==> src/rtl/vlg_dist_cal.sv <==
// rtl/vlg_dist_cal.sv - echo time to distance converter, iterative shift-add multiply
// One sample in flight: IDLE accepts, MULT walks the coefficient bits, OUT holds the result.
module vlg_dist_cal #(
    parameter int T_W    = 16,
    parameter int COEF   = 709,
    parameter int COEF_W = 10,
    parameter int SHIFT  = 12,
    parameter int S_W    = 14
) (
    input  logic           i_clk,
    input  logic           i_rst_n,
    input  logic           i_t_valid,
    output logic           o_t_ready,
    input  logic [T_W-1:0] i_t_us,
    output logic           o_s_valid,
    input  logic           i_s_ready,
    output logic [S_W-1:0] o_s_mm,
    output logic           o_sat,
    output logic           o_busy
);

    localparam int ACC_W = T_W + COEF_W;
    localparam int CNT_W = $clog2(COEF_W + 1);
    localparam logic [COEF_W-1:0] C_COEF = COEF_W'(COEF);
    localparam logic [ACC_W-1:0]  S_MAX  = {{(ACC_W-S_W){1'b0}}, {S_W{1'b1}}};

    typedef enum logic [1:0] {
        ST_IDLE,
        ST_MULT,
        ST_OUT
    } state_t;

    state_t             r_state;
    state_t             w_state_next;
    logic [T_W-1:0]     r_t;
    logic [ACC_W-1:0]   r_acc;
    logic [CNT_W-1:0]   r_cnt;
    logic [S_W-1:0]     r_s_mm;
    logic               r_sat;

    logic               w_accept;
    logic               w_last;
    logic [ACC_W-1:0]   w_addend;
    logic [ACC_W-1:0]   w_acc_next;
    logic [ACC_W-1:0]   w_shifted;
    logic               w_over;

    assign w_accept   = i_t_valid && (r_state == ST_IDLE);
    assign w_last     = (r_cnt == CNT_W'(COEF_W - 1));
    assign w_addend   = C_COEF[r_cnt] ? ({{COEF_W{1'b0}}, r_t} << r_cnt) : '0;
    // The final partial product is folded in combinationally so the result lands on the last MULT edge.
    assign w_acc_next = r_acc + w_addend;
    assign w_shifted  = w_acc_next >> SHIFT;
    assign w_over     = (w_shifted > S_MAX);

    assign o_s_mm = r_s_mm;
    assign o_sat  = r_sat;

    always_ff @(posedge i_clk) begin
        if (!i_rst_n) begin
            r_state <= ST_IDLE;
        end else begin
            r_state <= w_state_next;
        end
    end

    always_comb begin
        w_state_next = r_state;
        o_t_ready    = 1'b0;
        o_s_valid    = 1'b0;
        o_busy       = 1'b1;
        case (r_state)
            ST_IDLE: begin
                o_t_ready = 1'b1;
                o_busy    = 1'b0;
                if (i_t_valid) begin
                    w_state_next = ST_MULT;
                end
            end
            ST_MULT: begin
                if (w_last) begin
                    w_state_next = ST_OUT;
                end
            end
            ST_OUT: begin
                o_s_valid = 1'b1;
                if (i_s_ready) begin
                    w_state_next = ST_IDLE;
                end
            end
            default: begin
                w_state_next = ST_IDLE;
            end
        endcase
    end

    always_ff @(posedge i_clk) begin
        if (!i_rst_n) begin
            r_t    <= '0;
            r_acc  <= '0;
            r_cnt  <= '0;
            r_s_mm <= '0;
            r_sat  <= 1'b0;
        end else if (w_accept) begin
            r_t   <= i_t_us;
            r_acc <= '0;
            r_cnt <= '0;
        end else if (r_state == ST_MULT) begin
            r_acc <= w_acc_next;
            r_cnt <= r_cnt + 1'b1;
            if (w_last) begin
                r_s_mm <= w_over ? {S_W{1'b1}} : w_shifted[S_W-1:0];
                r_sat  <= w_over;
            end
        end
    end

endmodule

==> config.mk <==
export PLATFORM = sky130hd
export DESIGN_NAME = vlg_dist_cal
export DESIGN_NICKNAME = d
export VERILOG_FILES = /design/src/rtl/vlg_dist_cal.sv
export SDC_FILE = /design/constraint.sdc
export NUM_CORES = 1
export LEC_CHECK = 0
export CORE_ASPECT_RATIO = 2
export CORE_UTILIZATION = 55
export CTS_CLUSTER_DIAMETER = 120
export DETAILED_ROUTE_END_ITERATION = 10
export GPL_ROUTABILITY_DRIVEN = 0
export HOLD_SLACK_MARGIN = 0.15
export PLACE_DENSITY = 0.76
export SKIP_CTS_REPAIR_TIMING = 1
export SLEW_MARGIN = 20
export SYNTH_ARGS = -nofsm -noshare
export SYNTH_HDL_FRONTEND = slang
export SYNTH_SLANG_ARGS = --single-unit
export TNS_END_PERCENT = 30
==> constraint.sdc <==
create_clock -name i_clk -period 8.35 [get_ports i_clk]
set_input_delay 0.835 -clock i_clk [delete_from_list [all_inputs] [get_ports i_clk]]
set_output_delay 0.835 -clock i_clk [all_outputs]
set_load 0.01 [all_outputs]
Word-level counts from Yosys, hierarchy flattened
Memories as Yosys holds them, arrays and structs flattened. A register that Yosys moved wholly into a read port is not among the register bits.
Cells that the tools add are included.
W data, S select, Z words.
{"block": "totals", "ff_bits": 63, "latchBits": 0, "ramBits": 0, "mem_bits_ro": 16, "input_bits": 20, "out_inout_bits": 18, "elab_cells": 37, "n_memories": 1}
{"name": "(no name shown)", "words": 16, "word_bits": 1, "rd": 1, "rd_ports_with_merged_regs": 1, "write_ports": 0, "line": "50", "rtl": "assign w_addend = C_COEF[r_cnt] ? ({{COEF_W{1'b0}}, r_t} << r_cnt) : '0;"}
{"block": "classes", "n_addsub": 2, "multipliers": 0, "n_div": 0, "magnitude_cmp": 2, "eq_ne": 6, "n_shift": 1, "mux": 12, "bitwise_logic": 2, "reduce_logical": 5}
{"cell": "$add A26 B26 Y26", "n": 1}
{"cell": "$mux W26", "n": 1}
{"cell": "$shl A16 B4 Y26", "n": 1}
{"cell": "$gt A14 B14 Y1 const B", "n": 1}
{"cell": "$mux W14", "n": 1}
{"cell": "$mux W4", "n": 2}
{"cell": "$mux W2", "n": 3}
{"cell": "$ne A2 B2 Y1 const B", "n": 3}
{"cell": "$pmux W2 S3", "n": 1}
{"cell": "$reduce_and A3 Y1", "n": 2}
{"cell": "$lt A4 B5 Y1 const B", "n": 1}
{"cell": "$add A4 B1 Y4 const B", "n": 1}
{"cell": "$eq A4 B4 Y1 const B", "n": 1}
{"cell": "$mux W1", "n": 4}
{"cell": "$eq A2 B1 Y1 const B", "n": 1}
{"cell": "$eq A2 B2 Y1 const B", "n": 1}
{"cell": "$logic_not A2 Y1", "n": 1}
{"cell": "$not A1 Y1", "n": 2}
{"cell": "$reduce_or A2 Y1", "n": 1}
{"cell": "$logic_and A1 B1 Y1", "n": 1}

Longest topological paths before layout
Gate-level depths: netlist (run 1).
{"block": "logic_depth", "word_depth": 6, "mapped_depth": 18, "depth_no_buf": 16}

Least setup slack after synthesis (run 1)
Ideal clock, no wire load.
{"block": "synth_timing", "path_type": "register -> register", "startpoint": "register r_cnt[1]", "endpoint": "register r_acc[18]", "setup_time_ps": 70, "arrival_ps": 3816, "required_ps": 8280, "slack_ps": 4463, "path_stages_with_launch": 18, "n_path_buf": 2, "synth_period_minus_slack_ps": 3887, "path_cell_list": "dfxtp_1 -> buf_1 -> buf_2 -> mux2i_1 -> nor2_1 -> a31oi_1 -> nor2_1 -> a21oi_1 -> nor2_1 -> ha_1 -> or3_1 -> a211o_1 -> a31o_1 -> a31oi_2 -> o221ai_1 -> xor2_1 -> nand2_1 -> a21oi_1"}
{"block": "synth_between", "elab_chain_cells": 3}
{"item": "start: declaration", "line": "37", "rtl": "logic [CNT_W-1:0] r_cnt;"}
{"item": "start signal: assignment", "line": "110", "rtl": "r_cnt <= r_cnt + 1'b1;"}
{"item": "$shl A16 B4 Y26", "line": "50"}
{"item": "$mux W26", "line": "50"}
{"item": "$add A26 B26 Y26", "line": "52", "rtl": "assign w_acc_next = r_acc + w_addend;"}
{"item": "end signal: assignment", "line": "109", "rtl": "r_acc <= w_acc_next;"}
{"item": "end: declaration", "line": "36", "rtl": "logic [ACC_W-1:0] r_acc;"}
Every way passes these cells.
A chain may end at the register's enable or synchronous reset.

Worst setup path after layout (run 1)
{"block": "layout_timing", "startpoint": "register r_cnt[1]", "endpoint": "register r_s_mm[13] (netlist: o_s_mm[13])"}
{"block": "layout_between", "elab_chain_cells": 5, "word_cells_on_any_way": 7, "cone_classes": "add/sub: 1; order compare: 1; eq/ne: 1; shift: 1; mux: 2; reduce/logical: 1"}
{"item": "$shl A16 B4 Y26", "line": "50"}
{"item": "$mux W26", "line": "50"}
{"item": "$add A26 B26 Y26", "line": "52"}
{"item": "$gt A14 B14 Y1", "line": "54", "rtl": "assign w_over = (w_shifted > S_MAX);"}
{"item": "$mux W14", "line": "112", "rtl": "r_s_mm <= w_over ? {S_W{1'b1}} : w_shifted[S_W-1:0];"}
{"item": "end signal: assignment", "line": "112"}
{"item": "end: declaration", "line": "38", "rtl": "logic [S_W-1:0] r_s_mm;"}
Several ways; a longest one is shown, not always the timed one.

==> impl_results.md, run 1 <==
* Endpoint of the most critical register-to-register path: o_s_mm[13]
* Vias in the first global route at 4404
* Arrival time at the worst endpoint at 4.66 ns
* Initial antenna violation count at 0
* Sum of negative setup slack at 0 ns
* Area occupied by registers at 1282 um^2
* Multi-input logic area at 3087 um^2
* Die Ht at 131.2 um
* Worst Tran Pin Value at 0.9211 ns
* Pin count of the biggest net entering global routing at 36
* Setup crit start kind: flip-flop
* Total of warnings raised by yosys at 0
* Post-Synthesis Mean Instance Area at 7.522 um^2
* Relative max-transition margin at 0.3851
* Clock buffer depth at 2
* Final number of max-transition violations at 0
* Number of core rows at 46
* Placed cell areas at 4941 um^2
* Filler cell count at 696
* Total Wirelength at 12740 um
* HPWL after DPL at 9092 um
* Diode insertion count for antenna repair at 0
* Crit end category: flip-flop
* Worst r2r path cells at 16
* Part of the power in combinational logic at 0.136
* Cell count after synthesis at 610
* Clock Root Buffer: sky130_fd_sc_hd__clkbuf_16
* FF-to-FF Start: r_cnt[1]
* Run status: finished, final reports clean
* Achievable Freq at 0.2262 GHz
* Part of the power in the clock network at 0.501
* Shortest clock period the worst path allows after layout at 4.420 ns
* FF+latch count, synth at 64
* CTS tree: built
* Worst-path maximum fanout at 17
* Largest voltage drop on the vdd net at 0.1487 mV
* Class of the tightest hold or removal check: flip-flop to flip-flop
* Most area-consuming cells after synthesis: sky130_fd_sc_hd__dfxtp_1 (28%), sky130_fd_sc_hd__nand2_1 (11%), sky130_fd_sc_hd__a21oi_1 (7.6%), sky130_fd_sc_hd__ha_1 (7.4%), sky130_fd_sc_hd__xnor2_1 (3.6%)
* Worst skew pair latency at 0.34 ns
* GRT Overall Usage at 0.3077
* Power density over cell area at 170.8 nW/um^2
* Fraction of power spent switching nets at 0.2629
* Count of TritonRoute iterations in the first routing pass at 5
* Die span in x at 66.59 um
* Antenna-violating nets left at 0
* Internal Dissipation at 666.9 uW
* Number of violations reported at the end of detailed-routing iteration 0 at 233
* CORE AREA at 8000 um^2
* Initial core utilization at 0.5735
* Total of max-cap violations at 0
* Most frequent standard cell in the layout excluding fill and tap cells: sky130_fd_sc_hd__nand2_1
* Syn Std Cell Area at 4588 um^2
* Fraction of synthesized cell area taken by the top area cell type at 0.2792
* Number of enable-type register cells in the synthesized netlist at 0
* Setup repair after global routing missed its margin: false
* Net switching power at 237.8 uW
* # nets final at 670
* Sequential area share after synthesis at 0.2792
* Endpoints failing setup at 0
* Synth cell types at 59
* Vias post-DR at 4511
* Total number of H-tree levels at 3
* Layout cells sized above 1 at 0.06380
* GR Overflow Total at 0
* Number of primary I/O pins at 38
* Sequential power share at 0.363
* Endpoint of the most critical setup path: o_s_mm[13]
* Final hold viol count at 0
* Critical path startpoint: r_cnt[1]
* Top FF cell, synth: sky130_fd_sc_hd__dfxtp_1
* Count of unresolved DRC violations after routing at 0
* Number of buffers created by CTS at 9
* Relative area change from synthesis to final layout at 15.43%
* Worst endpoint required time at 8.59 ns
* Commonest cells after routing, fill and taps aside: sky130_fd_sc_hd__nand2_1 (136), sky130_fd_sc_hd__a21oi_1 (70), sky130_fd_sc_hd__dfxtp_1 (63), sky130_fd_sc_hd__clkdlybuf4s50_1 (37), sky130_fd_sc_hd__nor2_1 (32)
* Die Footprint at 8734 um^2
* Post-synth top area cell: sky130_fd_sc_hd__dfxtp_1
* TritonCTS Sinks at 64
* Routed wirelength normalized by instance count at 17.61 um
* Post-Syn Nets at 658
* Minimum setup slack among reg-to-reg paths at 3.93 ns
* Wire length of the first global-routing pass at 20530 um
* Via-to-Cell Ratio at 6.239
* Post-synth ARST share at 0
* Maximum clock skew at final layout at 0.003861 ns
* Fin crit share at 0.5293
* Final standard cell area without fillers at 5296 um^2
* Leakage power at 2.113 nW
* Number of buffers added on ports at 37
* Clock Pin Slew Worst Setup and Hold Paths at 0.06 ns
* Critical path class: flip-flop to flip-flop
-- how the worst min path moves through the flow --
stage	startpoint	to	slack (ns)	cells after the start
after CTS	o_s_mm[9]	o_s_mm[9]	0.46	2
after global placement	r_acc[7]	r_acc[7]	0.44	2
after detailed placement	o_s_mm[12]	o_s_mm[12]	0.45	2
final	o_s_mm[9]	o_s_mm[9]	0.46	2
after floorplan	r_acc[10]	r_acc[10]	0.44	2
after global routing	o_s_mm[2]	o_s_mm[2]	0.48	2
-- logic make-up (layout without fill, tap and decap cells) --
logic type	count (synthesis)	after routing	share of synthesized area
compound gates	163	163	0.2266
xor+xnor	25	25	0.04772
fa+ha+maj	28	28	0.07799
buf+inv	54	71	0.04854
flops	64	64	0.2792
mux	27	27	0.07417
simple gates	249	249	0.2457
-- area by class of cell --
cell class                      count  area share
Multi-Input combinational cell    492      0.5828
Sequential cell                    64      0.2421
Timing Repair Buffer               41     0.07560
Clock buffer                       10     0.04512
Tap cell                           96     0.02268
Clock inverter                      6     0.02173
Inverter                           14    0.009922
-- stage by stage --
step	cells	total power [mW]	hold slack [ns]	utilization	worst slack, ns
3_3_place_gp	707	0.4514	0.4434	0.6176	4.112
5_1_grt	723	0.9329	0.4778	0.6620	3.600
4_1_cts	723	0.9054	0.4612	0.6619	3.925
6_report	723	0.9047	0.4553	0.6620	3.930
3_5_place_dp	707	0.4548	0.4513	0.6176	3.950
2_1_floorplan	610	0.4209	0.4362	-	4.463
-- critical path, stage by stage, from the launching register on --
cell and delay, ns:
sky130_fd_sc_hd__dfxtp_1 0.71, sky130_fd_sc_hd__buf_4 0.35, sky130_fd_sc_hd__mux2_2 0.37, sky130_fd_sc_hd__nand2_1 0.06, sky130_fd_sc_hd__o21ai_0 0.13, sky130_fd_sc_hd__o21ai_0 0.27
sky130_fd_sc_hd__mux2i_1 0.10, sky130_fd_sc_hd__and2_1 0.19, sky130_fd_sc_hd__ha_1 0.39, sky130_fd_sc_hd__a21oi_1 0.23, sky130_fd_sc_hd__o21ai_1 0.12, sky130_fd_sc_hd__a221oi_1 0.38
sky130_fd_sc_hd__nor2_1 0.13, sky130_fd_sc_hd__a31oi_4 0.17, sky130_fd_sc_hd__nor2_1 0.07, sky130_fd_sc_hd__or4_1 0.45, sky130_fd_sc_hd__and3_1 0.18
-- registers in the layout (all words and copies together) (netlist names), named ones only --
| name | count |
|---|---|
| o_s_mm | 14 |
| o_sat | 1 |
| r_acc | 26 |
| r_cnt | 4 |
| r_state | 2 |
| r_t | 16 |
-- synth_stat cells (4+ instances only) --
cell type / instances
sky130_fd_sc_hd__clkbuf_1: 28
sky130_fd_sc_hd__buf_1: 6
sky130_fd_sc_hd__nand4_1: 6
sky130_fd_sc_hd__nor2_1: 32
sky130_fd_sc_hd__inv_1: 13
sky130_fd_sc_hd__nor2b_1: 11
sky130_fd_sc_hd__o221ai_1: 4
sky130_fd_sc_hd__and2_1: 8
sky130_fd_sc_hd__nand2b_1: 5
sky130_fd_sc_hd__a21o_1: 8
sky130_fd_sc_hd__nand3_1: 21
sky130_fd_sc_hd__o21ai_1: 5
sky130_fd_sc_hd__dfxtp_1: 64
sky130_fd_sc_hd__nand2_1: 136
sky130_fd_sc_hd__o22ai_1: 6
sky130_fd_sc_hd__mux4_2: 5
sky130_fd_sc_hd__or3_1: 4
sky130_fd_sc_hd__mux2i_1: 16
sky130_fd_sc_hd__a31oi_1: 4
sky130_fd_sc_hd__o21ai_0: 24
sky130_fd_sc_hd__buf_2: 4
sky130_fd_sc_hd__o211a_1: 6
sky130_fd_sc_hd__ha_1: 27
sky130_fd_sc_hd__a211oi_1: 9
sky130_fd_sc_hd__a21oi_1: 70
sky130_fd_sc_hd__mux2_2: 5
sky130_fd_sc_hd__xor2_1: 6
sky130_fd_sc_hd__nor3_1: 8
sky130_fd_sc_hd__xnor2_1: 19
sky130_fd_sc_hd__and3_1: 7
-- metal layers --
metal | GRT usage | vias to the layer above | part of all wire
met5 | 0 | - | 0
met1 | 0.3168 | 2070 | 0.37
li1 | - | 2186 | -
met4 | 0.2388 | 0 | 0.074
met2 | 0.5034 | 193 | 0.50
met3 | 0.08160 | 62 | 0.054
-- power groups by stage --
stage / Sequential, mW / Combinational, mW / Clock [mW]
3_5_place_dp: 0.334 / 0.120 / 0
3_3_place_gp: 0.334 / 0.118 / 0
4_1_cts: 0.328 / 0.122 / 0.455
6_report: 0.328 / 0.123 / 0.453
5_1_grt: 0.330 / 0.135 / 0.468
2_1_floorplan: 0.327 / 0.0942 / 0
Note: power is estimated with default switching activity, not from simulation.
==> inputs of run 2 (changes only) <==
CORE_UTILIZATION = 53   (was 55)
PLACE_DENSITY = 0.77   (was 0.76)
clock period = 3.8 ns   (was 8.35 ns; I/O delays follow)
==> run 2 against run 1 <==
Count of clock-buffer cells in the layout unchanged. Global-route usage increased by 0.56 points. Non-clock buffer count grew 22. Wire length rose by 2.1%. Register-to-register slack worse by 3.7 ns. Sequential power is 120% higher. Critical path depth shrank 3. First-iteration DRC count up 11%. Via count grew 2.2%. Sequential share of layout area down 0.97 points. Clock skew up 0.0073 ns. Fmax grew 23%.
==> impl_results.md, run 2 (synthesis gave the netlist of run 1 again) <==
* Most flop-heavy register: r_acc
* Diode insertion count for antenna repair at 0 (unchanged)
* Power density over cell area at 349.9 nW/um^2 (+100%)
* Total of max-cap violations at 0 (unchanged)
* Clock Pin Slew Worst Setup and Hold Paths at 0.06 ns (about the same)
* Vias in the first global route at 4614 (+4.8%)
* Met2 routed WL at 6761 um (+5.6%)
* Arrival time at the worst endpoint at 3.86 ns (-0.80 ns)
* Leakage power at 2.222 nW (+5.2%)
* Worst endpoint required time at 4.06 ns (-4.53 ns)
* Met3 wire length at 587 um (-15%)
* Count of TritonRoute iterations in the first routing pass at 7 (+2)
* Sum of negative setup slack at 0 ns (unchanged)
* Total Wirelength at 13010 um (+2.1%)
* Worst-path maximum fanout at 19 (+2)
* Commonest cells after routing, fill and taps aside: sky130_fd_sc_hd__nand2_1 (136), sky130_fd_sc_hd__a21oi_1 (67), sky130_fd_sc_hd__dfxtp_1 (62), sky130_fd_sc_hd__clkdlybuf4s50_1 (37), sky130_fd_sc_hd__nor2_1 (32)
* Die span in x at 67.79 um (+1.8%)
* M1 WL at 4890 um (+4.0%)
* Vias post-DR at 4609 (+2.2%)
* Shortest clock period the worst path allows after layout at 3.603 ns (-0.8168 ns)
* Clock buffer depth at 2 (unchanged)
* Placed cell areas at 5134 um^2 (+3.9%)
* Largest voltage drop on the vdd net at 0.2907 mV (+96%)
* HPWL after DPL at 9570 um (+5.3%)
* Die Footprint at 9055 um^2 (+3.7%)
* Uppermost routed layer: met4
* Sequential power share at 0.368 (+0.005)
* Post-layout worst setup margin at 0.1968 ns (-3.733 ns)
* Maximum clock skew at final layout at 0.01114 ns (+0.007281 ns)
* Number of primary I/O pins at 38 (unchanged)
* Final hold viol count at 0 (unchanged)
* # nets final at 692 (+3.3%)
* Fin crit share at 0.9482 (+0.4189)
* Fraction of power spent switching nets at 0.2659 (+0.003013)
* TritonCTS Sinks at 64 (unchanged)
* Multi-input logic area at 3142 um^2 (+1.8%)
* Achievable Freq at 0.2775 GHz (+23%)
* Net switching power at 513.9 uW (+120%)
* Worst hold slack after final layout at 0.4552 ns (-0.0001260 ns)
* Pin count of the biggest net entering global routing at 35 (-2.8%)
* Class of the tightest hold or removal check: flip-flop to flip-flop
* Die Ht at 133.6 um (+1.8%)
* Count of unresolved DRC violations after routing at 0 (unchanged)
* Clock Root Buffer: sky130_fd_sc_hd__clkbuf_16
* Final standard cell area without fillers at 5523 um^2 (+4.3%)
* Worst skew pair latency at 0.33 ns (about the same)
* Number of core rows at 47 (+2.2%)
* Crit end category: flip-flop
* Internal Dissipation at 1.419 mW (+110%)
* Via-to-Cell Ratio at 6.170 (-1.1%)
* Setup crit start kind: flip-flop
* Area occupied by registers at 1284 um^2 (about the same)
* Most frequent standard cell in the layout excluding fill and tap cells: sky130_fd_sc_hd__nand2_1
* Number of violations reported at the end of detailed-routing iteration 0 at 259 (+11%)
* Layout cells sized above 1 at 0.1140 (+0.05023)
* Final number of max-transition violations at 0 (unchanged)
* Antenna-violating nets left at 0 (unchanged)
* GR Overflow Total at 0 (unchanged)
* Part of the power in the clock network at 0.471 (-0.030)
* Minimum setup slack among reg-to-reg paths at 0.20 ns (-3.73 ns)
* GRT Overall Usage at 0.3133 (+0.005650)
* Filler cell count at 708 (+1.7%)
* Total number of H-tree levels at 3 (unchanged)
* Fin util at 0.6614 (about the same)
* Number of buffers added on ports at 37 (unchanged)
* Pre-CTS WS at 0.06641 ns (-3.884 ns)
* Endpoints failing setup at 0 (unchanged)
* Worst Tran Pin Value at 0.6876 ns (-0.2336 ns)
* CORE AREA at 8351 um^2 (+4.4%)
* Critical path class: flip-flop to flip-flop
* Number of buffers created by CTS at 9 (unchanged)
* CTS tree: built
* Relative max-transition margin at 0.5388 (+0.1537)
* Routed wirelength normalized by instance count at 17.41 um (-1.1%)
* Relative area change from synthesis to final layout at 20.37%
* Initial antenna violation count at 0 (unchanged)
* Wire length of the first global-routing pass at 21660 um (+5.5%)
* Part of the power in combinational logic at 0.161 (+0.025)
* Number of flip-flops under the largest register name at 26 (unchanged)
* Run status: finished, final reports clean
* Initial core utilization at 0.5494 (-0.02406)
[run 2: cell count changes in the layout (fill, tap and decap cells not counted), sizes merged]
cell | before | now
clkinvlp | 1 | 2
bufinv | 3 | 2
buf | 4 | 26
clkinv | 2 | 3
inv | 14 | 13
[run 2: path summary, 6_finish.rpt]
check | cells past startpoint | start | end
setup reg to reg | 13 | r_cnt[1] | r_acc[22]
setup / recovery | 13 | r_cnt[1] | r_acc[22]
hold reg to reg | 2 | o_s_mm[9] | o_s_mm[9]
hold / removal | 2 | o_s_mm[9] | o_s_mm[9]
[run 2: cell type report]
class	count	area share
multi-input combinational	492	0.5689
sequential	64	0.2324
timing repair buffer	63	0.1069
clock buffer	10	0.04327
tap	98	0.02220
clock inverter	6	0.01676
inverter	14	0.009515
[run 2: stage by stage]
stage	power (mW)	std cells
6_report	1.933	747
5_1_grt	1.998	747
4_1_cts	1.929	747
3_5_place_dp	1.024	731
3_3_place_gp	1.015	731
2_1_floorplan	0.9251	610
[run 2: power groups by stage]
stage	registers [mW]	clock network, mW	logic [mW]
2_1_floorplan	0.718	0	0.207
3_3_place_gp	0.723	0	0.292
3_5_place_dp	0.725	0	0.299
4_1_cts	0.711	0.917	0.301
5_1_grt	0.714	0.946	0.338
6_report	0.712	0.909	0.311
[run 2: critical path, cell delays in order, from the launching register on]
cell and delay (ns):
sky130_fd_sc_hd__dfxtp_2 0.39, sky130_fd_sc_hd__buf_12 0.18, sky130_fd_sc_hd__mux4_2 0.54, sky130_fd_sc_hd__a21oi_1 0.22, sky130_fd_sc_hd__nor2_1 0.07, sky130_fd_sc_hd__ha_1 0.29
sky130_fd_sc_hd__or3_1 0.37, sky130_fd_sc_hd__a211o_1 0.35, sky130_fd_sc_hd__a31o_1 0.27, sky130_fd_sc_hd__a31oi_4 0.22, sky130_fd_sc_hd__o31ai_1 0.13, sky130_fd_sc_hd__xor2_1 0.25
sky130_fd_sc_hd__nand2_1 0.09, sky130_fd_sc_hd__a21oi_1 0.17
[run 2: per-layer routing]
layer | up-vias | track usage
li1 | 2230 | -
met3 | 63 | 0.05993
met1 | 2129 | 0.3526
met5 | - | 0
met4 | 0 | 0.2106
met2 | 187 | 0.5121
==> inputs of run 3 (changes only) <==
PLACE_DENSITY = 0.86   (was 0.77)
==> run 3 against run 2 <==
The flow now finishes with violations (design-rule violations). Sequential share of layout area is 0.21 points higher. Setup slack worse by 0.11 ns. Register-to-register slack worse by 0.11 ns. Combinational power hardly changed. Sequential power hardly changed. First-iteration DRC count is 22% higher. Via count is 3.8% higher. Wire length is 6.3% higher. Fmax is 3.0% lower. Flip-flop and latch count stayed put. Largest power group unchanged.
==> impl_results.md, run 3 (synthesis gave the netlist of run 1 again) <==
* Failing checks: design-rule violations
* Total of max-cap violations at 0 (unchanged)
* Number of primary I/O pins at 38 (unchanged)
* Arrival time at the worst endpoint at 3.99 ns (+0.13 ns)
* Die Footprint at 9055 um^2 (unchanged)
* Power density over cell area at 344.2 nW/um^2 (-1.6%)
* Worst-path maximum fanout at 7 (-12)
* Clock Root Buffer: sky130_fd_sc_hd__clkbuf_16
* Total Wirelength at 13830 um (+6.3%)
* Number of buffers created by CTS at 9 (unchanged)
* Worst endpoint required time at 4.07 ns (about the same)
* HPWL after DPL at 9997 um (+4.5%)
* Number of buffers added on ports at 37 (unchanged)
* Setup crit start kind: flip-flop
* CTS tree: built
* Critical path startpoint: r_cnt[1]
* Layout cells sized above 1 at 0.1077 (-0.006329)
* Non-filler cells in the finished layout at 748 (+0.13%)
* Achievable Freq at 0.2692 GHz (-3.0%)
* Wire length of the first global-routing pass at 22310 um (+3.0%)
* Setup repair after global routing missed its margin: true
* Number of core rows at 47 (unchanged)
* Number of placed instances, taps included at 732 (+0.14%)
* Vias in the first global route at 4791 (+3.8%)
* Class of the tightest hold or removal check: flip-flop to flip-flop
* Maximum single-stage delay on the critical path at 0.53 ns (about the same)
* Run status: finished, violations left
* Commonest cells after routing, fill and taps aside: sky130_fd_sc_hd__nand2_1 (136), sky130_fd_sc_hd__a21oi_1 (69), sky130_fd_sc_hd__dfxtp_1 (62), sky130_fd_sc_hd__clkdlybuf4s50_1 (37), sky130_fd_sc_hd__nor2_1 (32)
* Hold Crit Start: o_s_mm[12]
* Gate family responsible for the most delay along the worst path: compound AO/OA/AOI/OAI gates
* TritonCTS Sinks at 64 (unchanged)
* Endpoints failing setup at 0 (unchanged)
* List of cells traversed by the critical path: buf_4 > mux4_2 > a21oi_1 > nor2_1 > ha_1 > or3_1 > a211o_1 > a31o_1 > a31oi_4 > o31ai_1 > xor2_1 > nand2_1 > a21oi_1
* Worst Tran Pin Value at 0.7269 ns (+0.03936 ns)
* Pre-CTS WS at 0.03452 ns (-0.03189 ns)
* Largest voltage drop on the vdd net at 0.3279 mV (+13%)
* Final standard cell area without fillers at 5474 um^2 (-0.88%)
* Post-layout worst setup margin at 0.08467 ns (-0.1121 ns)
* Most flop-heavy register: r_acc
* Initial core utilization at 0.5494 (unchanged)
* Final hold viol count at 0 (unchanged)
* Number of violations reported at the end of detailed-routing iteration 0 at 317 (+22%)
* Cell at the slowest stage of the critical path: sky130_fd_sc_hd__mux4_2
* Most frequent standard cell in the layout excluding fill and tap cells: sky130_fd_sc_hd__nand2_1
* Die span in x at 67.79 um (unchanged)
* Critical path class: flip-flop to flip-flop
* Placed cell areas at 5116 um^2 (-0.34%)
* FF-to-FF Start: r_cnt[1]
* Fin crit share at 0.9777 (+0.02951)
* GRT Overall Usage at 0.3266 (+0.01331)
* Count of unresolved DRC violations after routing at 1 (+1)
* Total number of H-tree levels at 3 (unchanged)
* Number of flip-flops under the largest register name at 26 (unchanged)
* Maximum clock skew at final layout at 0.008260 ns (-0.002882 ns)
* # nets final at 693 (+0.14%)
* Cell seen most often among critical-path stages: sky130_fd_sc_hd__a21oi_1
* Worst skew pair latency at 0.35 ns (+0.02 ns)
* Initial antenna violation count at 0 (unchanged)
* Final number of max-transition violations at 0 (unchanged)
* GR Overflow Total at 0 (unchanged)
* Count of TritonRoute iterations in the first routing pass at 9 (+2)
* Leakage power at 2.215 nW (-0.32%)
* Count of buffer and inverter cells on the critical path at 1 (unchanged)
* Clock buffer depth at 2 (unchanged)
* Antenna-violating nets left at 0 (unchanged)
* Routed wirelength normalized by instance count at 18.49 um (+6.2%)
* Diode insertion count for antenna repair at 0 (unchanged)
* Crit end category: flip-flop
* Vias post-DR at 4783 (+3.8%)
* CORE AREA at 8351 um^2 (unchanged)
* Die Ht at 133.6 um (unchanged)
* Clock Pin Slew Worst Setup and Hold Paths at 0.06 ns (about the same)
* Pin count of the biggest net entering global routing at 36 (+2.9%)
* Shortest clock period the worst path allows after layout at 3.715 ns (+0.1121 ns)
* Via-to-Cell Ratio at 6.394 (+3.6%)
* Relative max-transition margin at 0.5124 (-0.02640)
* Relative area change from synthesis to final layout at 19.31%
## run 3: cell count changes in the layout (fill, tap and decap cells not counted), sizes merged
cell / delta
buf: +1
bufinv: -1
inv: +1
## run 3: metrics by stage
stage	TNS, ns	utilization	hold slack [ns]	power, mW
finish	0	0.6555	0.4579	1.884
global route	-0.2380	0.6555	0.4689	1.937
CTS	-0.02053	0.6494	0.4551	1.869
detailed placement	0	0.6127	0.4474	1.022
global placement	0	0.6127	0.4436	1.011
floorplan	0	-	0.4362	0.9251
## run 3: final cells by class
cell class                 count  area, um^2
timing repair buffer          64       580.6
clock inverter                 6       67.56
multi-input combinational    492        3128
fill                         656        2877
sequential                    64        1284
clock buffer                  10       239.0
tap                           98       122.6
inverter                      14       52.55
## run 3: worst paths after layout
check	slack, ns	cells past startpoint	endpoint
setup / recovery	0.08	13	r_acc[22]
hold / removal	0.46	2	o_s_mm[12]
setup reg to reg	0.08	13	r_acc[22]
hold reg to reg	0.46	2	o_s_mm[12]
## run 3: routing by layer
layer  GRT usage  vias to the layer above  wire length, um
met5           0                        -                0
met4      0.2500                        0             1030
met3     0.06336                       93              836
met2      0.5479                      258             7202
met1      0.3394                     2206             4757
li1            -                     2226                -
## run 3: power breakdown
group	leakage, nW	internal [mW]	total [mW]	switching, mW
Sequential	0.520	0.691	0.712	0.0215
Combinational	1.55	0.130	0.311	0.180
Clock	0.145	0.527	0.861	0.334
Total	2.22	1.35	1.88	0.535
## run 3: worst reg2reg max path, delay by kind of cell (launching register included)
family          cells  cell delay (ns)
xor+xnor            1             0.26
mux                 1             0.53
compound gates      6             1.40
flops               1             0.38
fa+ha+maj           1             0.31
buf+inv             1             0.19
simple gates        3             0.57
